--- config.mk ---
export PLATFORM = sky130hd
export DESIGN_NAME = systolic_feed_ctrl
export DESIGN_NICKNAME = d
export VERILOG_FILES = /design/src/rtl/systolic_feed_ctrl.sv
export SDC_FILE = /design/constraint.sdc
export NUM_CORES = 1
export LEC_CHECK = 0
export BUFFER_PORTS_ARGS = -buffer_cell sky130_fd_sc_hd__buf_2
export CORE_MARGIN = 2
export CORE_UTILIZATION = 40
export DETAILED_ROUTE_END_ITERATION = 10
export HOLD_SLACK_MARGIN = 0.06
export PLACE_DENSITY = 0.7
export SLEW_MARGIN = 30
export SYNTH_ARGS = -nofsm -noshare
export SYNTH_HDL_FRONTEND = slang
export SYNTH_SLANG_ARGS = --single-unit
--- constraint.sdc ---
create_clock -name clk_i -period 2.4 [get_ports clk_i]
set_clock_uncertainty 0.1 [all_clocks]
set_input_delay 0.24 -clock clk_i [delete_from_list [all_inputs] [get_ports clk_i]]
set_output_delay 0.24 -clock clk_i [all_outputs]
set_load 0.01 [all_outputs]
--- src/rtl/systolic_feed_ctrl.sv ---
// Streams len words from a synchronous word buffer into the 8-lane skew stage,
// then pushes FLUSH_LEN zero words to drain it; a 1-word hold absorbs stalls.
module systolic_feed_ctrl #(
    parameter int unsigned DATA_WIDTH = 16,
    parameter int unsigned WORD_WIDTH = 8 * DATA_WIDTH,
    parameter int unsigned ADDR_WIDTH = 8,
    parameter int unsigned LEN_WIDTH  = 9,
    parameter int unsigned FLUSH_LEN  = 7
) (
    input  logic                  clk_i,
    input  logic                  rst_ni,
    input  logic                  start_i,
    input  logic [ADDR_WIDTH-1:0] base_addr_i,
    input  logic [LEN_WIDTH-1:0]  len_i,
    input  logic                  stall_i,
    output logic                  rd_en_o,
    output logic [ADDR_WIDTH-1:0] rd_addr_o,
    input  logic [WORD_WIDTH-1:0] rd_data_i,
    output logic                  skew_en_o,
    output logic [WORD_WIDTH-1:0] skew_word_o,
    output logic                  busy_o,
    output logic                  done_o
);

    localparam int unsigned FC_WIDTH = (FLUSH_LEN < 2) ? 1 : $clog2(FLUSH_LEN + 1);

    typedef enum logic [1:0] {
        IDLE  = 2'd0,
        FETCH = 2'd1,
        FLUSH = 2'd2,
        DONE  = 2'd3
    } state_e;

    state_e                state_q, state_d;
    logic [ADDR_WIDTH-1:0] base_q, base_d;
    logic [LEN_WIDTH-1:0]  len_q, len_d;
    logic [LEN_WIDTH-1:0]  rd_cnt_q, rd_cnt_d;
    logic [FC_WIDTH-1:0]   flush_cnt_q, flush_cnt_d;
    logic                  pend_vld_q, pend_vld_d;
    logic                  hold_vld_q, hold_vld_d;
    logic [WORD_WIDTH-1:0] hold_q, hold_d;

    logic rd_fire;
    logic push;
    logic zero_push;

    // Read issue and skew push are combinational on the live stall input
    always_comb begin
        rd_fire   = (state_q == FETCH) && !stall_i;
        push      = !stall_i && (hold_vld_q || pend_vld_q || (state_q == FLUSH));
        zero_push = push && !hold_vld_q && !pend_vld_q && (state_q == FLUSH);
    end

    always_comb begin
        rd_en_o     = rd_fire;
        rd_addr_o   = (state_q == FETCH) ? ADDR_WIDTH'(base_q + ADDR_WIDTH'(rd_cnt_q)) : '0;
        skew_en_o   = push;
        skew_word_o = hold_vld_q ? hold_q : (pend_vld_q ? rd_data_i : '0);
        busy_o      = (state_q == FETCH) || (state_q == FLUSH);
        done_o      = (state_q == DONE);
    end

    always_comb begin
        state_d     = state_q;
        base_d      = base_q;
        len_d       = len_q;
        rd_cnt_d    = rd_cnt_q;
        flush_cnt_d = flush_cnt_q;
        pend_vld_d  = rd_fire;
        hold_vld_d  = hold_vld_q;
        hold_d      = hold_q;

        // Returned word that cannot be pushed is parked; the hold drains first
        if (pend_vld_q && stall_i) begin
            hold_d     = rd_data_i;
            hold_vld_d = 1'b1;
        end else if (hold_vld_q && !stall_i) begin
            hold_vld_d = 1'b0;
        end

        unique case (state_q)
            IDLE: begin
                if (start_i) begin
                    base_d      = base_addr_i;
                    len_d       = len_i;
                    rd_cnt_d    = '0;
                    flush_cnt_d = '0;
                    state_d     = (len_i != '0) ? FETCH : DONE;
                end
            end
            FETCH: begin
                if (rd_fire) begin
                    rd_cnt_d = LEN_WIDTH'(rd_cnt_q + LEN_WIDTH'(1));
                    if (rd_cnt_q == LEN_WIDTH'(len_q - LEN_WIDTH'(1))) begin
                        state_d = FLUSH;
                    end
                end
            end
            FLUSH: begin
                if (zero_push) begin
                    flush_cnt_d = FC_WIDTH'(flush_cnt_q + FC_WIDTH'(1));
                    if (flush_cnt_q == FC_WIDTH'(FLUSH_LEN - 1)) begin
                        state_d = DONE;
                    end
                end
            end
            DONE: begin
                state_d = IDLE;
            end
            default: begin
                state_d = IDLE;
            end
        endcase
    end

    always_ff @(posedge clk_i or negedge rst_ni) begin
        if (!rst_ni) begin
            state_q     <= IDLE;
            base_q      <= '0;
            len_q       <= '0;
            rd_cnt_q    <= '0;
            flush_cnt_q <= '0;
            pend_vld_q  <= 1'b0;
            hold_vld_q  <= 1'b0;
            hold_q      <= '0;
        end else begin
            state_q     <= state_d;
            base_q      <= base_d;
            len_q       <= len_d;
            rd_cnt_q    <= rd_cnt_d;
            flush_cnt_q <= flush_cnt_d;
            pend_vld_q  <= pend_vld_d;
            hold_vld_q  <= hold_vld_d;
            hold_q      <= hold_d;
        end
    end

endmodule

==> results.sh, run 1 <==
export IMPL_status="finished with violations"
export IMPL_violations="setup timing"
export IMPL_dr_first_iter_drc_count=264
export IMPL_min_period_ns=2.76
export IMPL_multiInputGateArea_um2=3910
export IMPL_max_stage_delay_ns=0.39
export IMPL_hold_path_class="primary input to async pin"
export IMPL_clk_pin_slew_worst_paths_ns=0.07
export IMPL_ys_seq_area_share_pct=49.9
export IMPL_cap_violations=0
export IMPL_die_area_um2=21400
export IMPL_syn_to_final_growth_pct=49.3
export IMPL_ctsLongestPathBuffers=2
export IMPL_netlist_top_cells_count="161 x dfrtp_1, 147 x mux2_2, 131 x a22o_1, 41 x clkbuf_1"
export IMPL_start_util_pct=41.1
export IMPL_place_congestion=0.806
export IMPL_grt_pass1_vias=7455
export IMPL_cts_root_buf="clkbuf_16"
export IMPL_clk_latency_ns=0.42
export IMPL_final_max_slew_viol_count=0
export IMPL_drt_pass1_iter_count=6
export IMPL_powerDensity_nw_per_um2=1100
export IMPL_nNetsFinal=1237
export IMPL_die_height_um=146
export IMPL_peakVddDrop_v=0.000558
export IMPL_power_internal_mw=8.59
export IMPL_synth_top_area_share_pct=49.9
export IMPL_synth_area_um2=8080
export IMPL_worstSetupPathType="flop to output pin"
export IMPL_synth_area_leaders="dfrtp_1 50%, mux2_2 20%, a22o_1 14%"
export IMPL_critPathCaptureType="output pin"
export IMPL_ys_async_sr_fraction_pct=100
export IMPL_utilization_pct=61.4
export IMPL_overflow=0
export IMPL_syn_inst=639
export IMPL_ios=289
export IMPL_hpwl_mm=14.0
export IMPL_clock_sinks=161
export IMPL_timing_final_crit_share_pct=115
export IMPL_drive_above_1_share_pct=46.9
export IMPL_r2r_start="len_q[1]"
export IMPL_required_ns=2.06
export IMPL_synth_edff_count=0
export IMPL_drc_errors=0
export IMPL_setup_viol=4
export IMPL_pre_cts_ws_ns=-0.0246
export IMPL_cp_cell_sequence="ha_2 -> fa_2 -> a21o_1 -> a21o_1 -> a21o_1 -> a21oi_2 -> xnor2_1 -> and2_1 -> buf_2"
export IMPL_whs_ns=0.216
export IMPL_syn_avg_cell_area_um2=12.6
export IMPL_htree_levels=4
export IMPL_switchingPower_mw=4.71
export IMPL_grt_usage_pct=21.3
export IMPL_grt_first_pass_wirelength_mm=37.3
export IMPL_avgViaCountPerCell=5.27
export IMPL_setup_slack_ns=-0.359
export IMPL_finalWirelength_mm=23.3
export IMPL_dr_total_vias=7121
export IMPL_crit_start="rd_cnt_q[0]"
export IMPL_synth_nets=805
export IMPL_portBuffers=288
export IMPL_cpMaxStageDelayCell="dfrtp_1"
export IMPL_ys_warn_count=0
export IMPL_numCtsBuffers=17
export IMPL_p_sw_share_pct=35.4
export IMPL_grt_max_degree=110
export IMPL_core_area_um2=19700
export IMPL_yosys_register_bits=161
export IMPL_synthFlopType="dfrtp_1"
export IMPL_power_frac_comb_pct=43.3
export IMPL_synth_area_leader_cell="dfrtp_1"
export IMPL_cp_data_arrival_time_ns=2.42
export IMPL_cp_common_cell="a21o_1"
export IMPL_rrSetupSlack_ns=0.11
export IMPL_synth_most_common_cell="dfrtp_1"
export IMPL_max_slew_margin_pct=63.1
export IMPL_cts_tree="yes"
export IMPL_final_antenna_net_count=0
export IMPL_ys_types=45
export IMPL_p_seq_share_pct=36.2
export IMPL_seqCellArea_um2=4030
export IMPL_crit_fanout=2
export IMPL_clkPwrFrac_pct=20.5
export IMPL_rows=51
export IMPL_tightest_slew_ns=0.554
export IMPL_post_drt_wl_per_cell_um=17.3
export IMPL_die_x_um=146
export IMPL_antenna_found_initial=0
export IMPL_p_leak_nw=5.93
export IMPL_hold_violations=0
export IMPL_cp_start_kind="flop"
export IMPL_rsz0062_at_grt="true"
export IMPL_n_fill_cell=1503
export IMPL_fmax_ghz=0.362
==> power groups by stage <==
stage / sequential (mW) / clock, mW / combinational (mW)
2_1_floorplan: 4.63 / 0 / 3.72
3_3_place_gp: 4.76 / 0 / 5.27
3_5_place_dp: 4.84 / 0 / 5.38
4_1_cts: 4.79 / 2.80 / 5.64
5_1_grt: 4.99 / 2.93 / 6.24
6_report: 4.82 / 2.73 / 5.76
==> repair_timing <==
item | in CTS | in global routing
endpoints found under the setup margin | 5 | 54
hold endpoints to repair | 193 | 0
hold buffers | 147 | 0
buffers inserted | 2 | 2
gates resized for setup | 5 | 9
pin swaps | 14 | 6
cloned | 0 | 1
==> stage by stage <==
step	total power, mW	setup TNS, ns	cell area (um2)	cells
final	13.3	-0.969	12100	1350
after global routing	14.2	-1.51	12100	1349
after global placement	10.0	0	9910	1165
after CTS	13.2	-1.00	12000	1346
after detailed placement	10.2	-0.0246	9910	1165
after floorplan	8.34	0	8080	639
==> area by class of cell <==
type	count	area share, %
sequential	161	33.4
timing repair buffer	459	26.3
antenna	1	0.0207
inverter	6	0.187
tap	265	2.75
multi-input combinational	426	32.4
clock buffer	18	3.64
clock inverter	14	1.22
==> sequential cells by signal, indices dropped and copies added, names as in the netlist <==
| signal | cells |
|---|---|
| len_q | 9 |
| base_q | 8 |
| rd_cnt_q | 9 |
| state_q | 2 |
| pend_vld_q | 1 |
| hold_q | 128 |
| flush_cnt_q | 3 |
| hold_vld_q | 1 |
==> layer usage <==
layer	GRT usage, %	part of all wire (%)
met1	25.8	40
met4	7.96	2.6
met5	0	0
met2	36.8	52
met3	5.47	5.2
==> worst paths after layout <==
kind / end / cells past startpoint
min reg2reg: hold_q[126] / 1
min: hold_q[35] / 2
max in group asynchronous: len_q[3] / 3
max: rd_addr_o[6] / 9
max reg2reg: state_q[1] / 9
min in group clk_i: flush_cnt_q[0] / 4
==> worst max-delay path: cells and delay by family (launching register included) <==
kind / cells / cell delay (ns)
AOI/OAI and AO/OA: 4 / 0.62
xor gates and xnor gates: 1 / 0.14
adders and majority gates: 2 / 0.57
buffers and inverters: 1 / 0.13
DFF: 1 / 0.39
and+or+nand+nor: 1 / 0.16
==> kinds of logic (layout without fill, tap and decap cells) <==
logic type,count (synthesis),in the layout,share of synthesized area (%)
flip-flops,161,161,49.9
other,0,1,0
adder cells (fa/ha/maj),17,17,2.72
AO/OA/AOI/OAI,163,163,17.1
AND/OR/NAND/NOR,78,78,5.14
buffers and inverters,52,497,2.42
multiplexers,148,148,20.6
XOR/XNOR,20,20,2.17
==> cells in the final DEF, fill, tap and decap left out, types with 3 or more instances in the layout <==
cell,n
and2_1,8
a21oi_1,3
o21ai_0,5
buf_12,4
dfrtp_1,160
xor2_1,14
nand2_1,15
xnor2_1,6
clkinv_4,3
inv_1,6
nor2b_1,6
buf_2,287
nand4_1,4
dlygate4sd3_1,147
ha_1,14
a21o_1,5
buf_4,17
nor3b_1,3
nor2_1,14
mux2_2,146
nand2b_1,4
nand3_1,5
inv_6,5
clkbuf_16,18
a22o_1,131
nor3_1,6
(Power assumes the default switching activity.)
==> run 2: changes to the inputs <==
==> constraint.sdc (replaced) <==
create_clock -name clk_i -period 2.4 [get_ports clk_i]
set_clock_uncertainty 0.1 [all_clocks]
set_input_delay 0 -clock clk_i [delete_from_list [all_inputs] [get_ports clk_i]]
set_output_delay 0 -clock clk_i [all_outputs]
set_load 0.01 [all_outputs]
==> run 2 against run 1 <==
- the flow still finishes with violations (setup timing)
- largest power group unchanged
- flip-flop and latch count stayed put
- via count shrank 0.17%
- first-iteration DRC count fell by 4.9%
- wire length decreased by 2.4%
- power is 1.6% higher
- sequential power about the same
- highest routed layer unchanged
- cell count increased by 0.15%
- global-route usage fell by 0.73 points
- worst hold slack improved by 0.035 ns
- sequential share of layout area is 0.28 points lower
==> results.sh, run 2 (synthesized netlist as in run 1, its figures left out) <==
export IMPL_ctsLongestPathBuffers=2
export IMPL_r2r_start="len_q[2]"
export IMPL_cts_root_buf="clkbuf_16"
export IMPL_syn_to_final_growth_pct=50.7
export IMPL_multiInputGateArea_um2=3920
export IMPL_numCtsBuffers=17
export IMPL_start_util_pct=41.1
export IMPL_place_congestion=0.814
export IMPL_crit_fanout=2
export IMPL_n_fill_cell=1564
export IMPL_timing_final_crit_share_pct=102
export IMPL_finalWirelength_mm=22.8
export IMPL_grt_usage_pct=20.6
export IMPL_drive_above_1_share_pct=46.9
export IMPL_violations="setup timing"
export IMPL_whs_ns=0.250
export IMPL_htree_levels=4
export IMPL_worstSetupPathType="flop to output pin"
export IMPL_p_total_mw=13.5
export IMPL_ios=289
export IMPL_min_period_ns=2.46
export IMPL_clk_latency_ns=0.41
export IMPL_cap_violations=0
export IMPL_grt_pass1_vias=7417
export IMPL_antenna_found_initial=0
export IMPL_fmax_ghz=0.407
export IMPL_critPathCaptureType="output pin"
export IMPL_avgViaCountPerCell=5.26
export IMPL_final_common_cell="buf_2"
export IMPL_seqCellArea_um2=4040
export IMPL_hpwl_mm=14.2
export IMPL_grt_max_degree=110
export IMPL_largest_register="hold_q"
export IMPL_die_height_um=146
export IMPL_hold_path_class="primary input to flop"
export IMPL_die_x_um=146
export IMPL_p_leak_nw=5.98
export IMPL_rsz0062_at_grt="true"
export IMPL_final_antenna_net_count=0
export IMPL_peakVddDrop_v=0.000559
export IMPL_drc_errors=0
export IMPL_core_area_um2=19700
export IMPL_largest_reg_flops=128
export IMPL_crit_start="rd_cnt_q[0]"
export IMPL_setup_viol=1
export IMPL_antenna_cells=0
export IMPL_die_area_um2=21400
export IMPL_rrSetupSlack_ns=0.06
export IMPL_cp_data_arrival_time_ns=2.36
export IMPL_required_ns=2.30
export IMPL_status="finished with violations"
export IMPL_final_max_slew_viol_count=0
export IMPL_clock_sinks=161
export IMPL_cp_endpoint="rd_addr_o[6]"
export IMPL_overflow=0
export IMPL_cts_tree="yes"
export IMPL_nNetsFinal=1240
export IMPL_r2r_end="state_q[0]"
export IMPL_portBuffers=288
export IMPL_post_drt_wl_per_cell_um=16.8
export IMPL_dr_total_vias=7109
export IMPL_mostFrequentLayoutCells="287 x buf_2, 158 x dfrtp_1, 149 x dlygate4sd3_1"
export IMPL_rr_worst_depth=7
export IMPL_grt_first_pass_wirelength_mm=36.3
export IMPL_cp_start_kind="flop"
export IMPL_tightest_slew_ns=0.549
export IMPL_clk_pin_slew_worst_paths_ns=0.07
export IMPL_reg_top3="hold_q: 128 flops, len_q: 9 flops, rd_cnt_q: 9 flops"
export IMPL_hold_violations=0
export IMPL_drt_pass1_iter_count=4
export IMPL_rows=51
export IMPL_powerDensity_nw_per_um2=1110
export IMPL_max_slew_margin_pct=63.4
export IMPL_dr_first_iter_drc_count=251
export IMPL_setup_slack_ns=-0.0587
## run 2: cell types whose count changed in the layout (fill, tap and decap cells not counted), moves of 2 or more
cell	previous run	this run
buf_12	4	7
inv_8	1	4
bufinv_16	1	3
clkinv_4	3	1
dfrtp_1	160	158
dfrtp_2	0	2
dlygate4sd3_1	147	149
## run 2: layer usage
layer | GRT usage, % | wire length [um] | up-vias
met5 | 0 | 0 | -
met4 | 7.52 | 702 | 0
met3 | 5.69 | 1190 | 52
met2 | 36.0 | 11700 | 232
met1 | 24.3 | 9200 | 3541
li1 | - | - | 3284
## run 2: what timing repair did
| action | 4_1_cts | 5_1_grt |
|---|---|---|
| gates cloned | 0 | 0 |
| endpoints found under the hold margin | 316 | 0 |
| pin swaps | 13 | 8 |
| hold buffers | 150 | 0 |
| resized for setup | 6 | 6 |
| buffers inserted | 5 | 5 |
| setup endpoints to repair | 2 | 4 |
## run 2: critical path: stages (launching register included)
cell and delay, ns:
dfrtp_1 0.41, ha_4 0.18, fa_2 0.36, a21o_1 0.16, a21o_1 0.16, a21o_1 0.17
a21oi_2 0.13, xnor2_1 0.12, and2_1 0.13, buf_2 0.12
## run 2: stage by stage
| stage | instance area (um2) | util [%] | cells | TNS (ns) | worst slack [ns] |
|---|---|---|---|---|---|
| 2_1_floorplan | 8080 | - | 639 | 0 | 0.311 |
| 3_3_place_gp | 9900 | 50.4 | 1160 | 0 | 0.158 |
| 3_5_place_dp | 9900 | 50.4 | 1160 | 0 | 0.0889 |
| 4_1_cts | 12100 | 61.6 | 1347 | -0.195 | -0.112 |
| 5_1_grt | 12200 | 62.0 | 1352 | -0.505 | -0.183 |
| 6_report | 12200 | 62.0 | 1352 | -0.0587 | -0.0587 |
## run 2: worst min path at each step
stage                        start    endpoint  slack [ns]  depth (start not counted)
finish              base_addr_i[6]   base_q[6]        0.25                          3
global route        base_addr_i[4]   base_q[4]        0.24                          3
CTS                  rd_data_i[72]  hold_q[72]        0.22                          3
detailed placement          rst_ni  hold_q[26]       -0.15                          1
global placement            rst_ni  hold_q[35]       -0.15                          1
floorplan                   rst_ni   base_q[0]       -0.40                          0
## run 2: layout make-up
class	count	share of cell area (%)
sequential	161	33.1
multi-input combinational	426	32.2
timing repair buffer	462	26.6
clock buffer	17	3.49
tap	265	2.72
clock inverter	15	1.74
inverter	6	0.185
## run 2: power by group
group          total (mW)  switching (mW)  leakage (nW)  internal (mW)
logic                5.74            2.65          3.74           3.09
registers            4.85           0.816          1.94           4.03
clock network        2.93            1.24         0.310           1.70
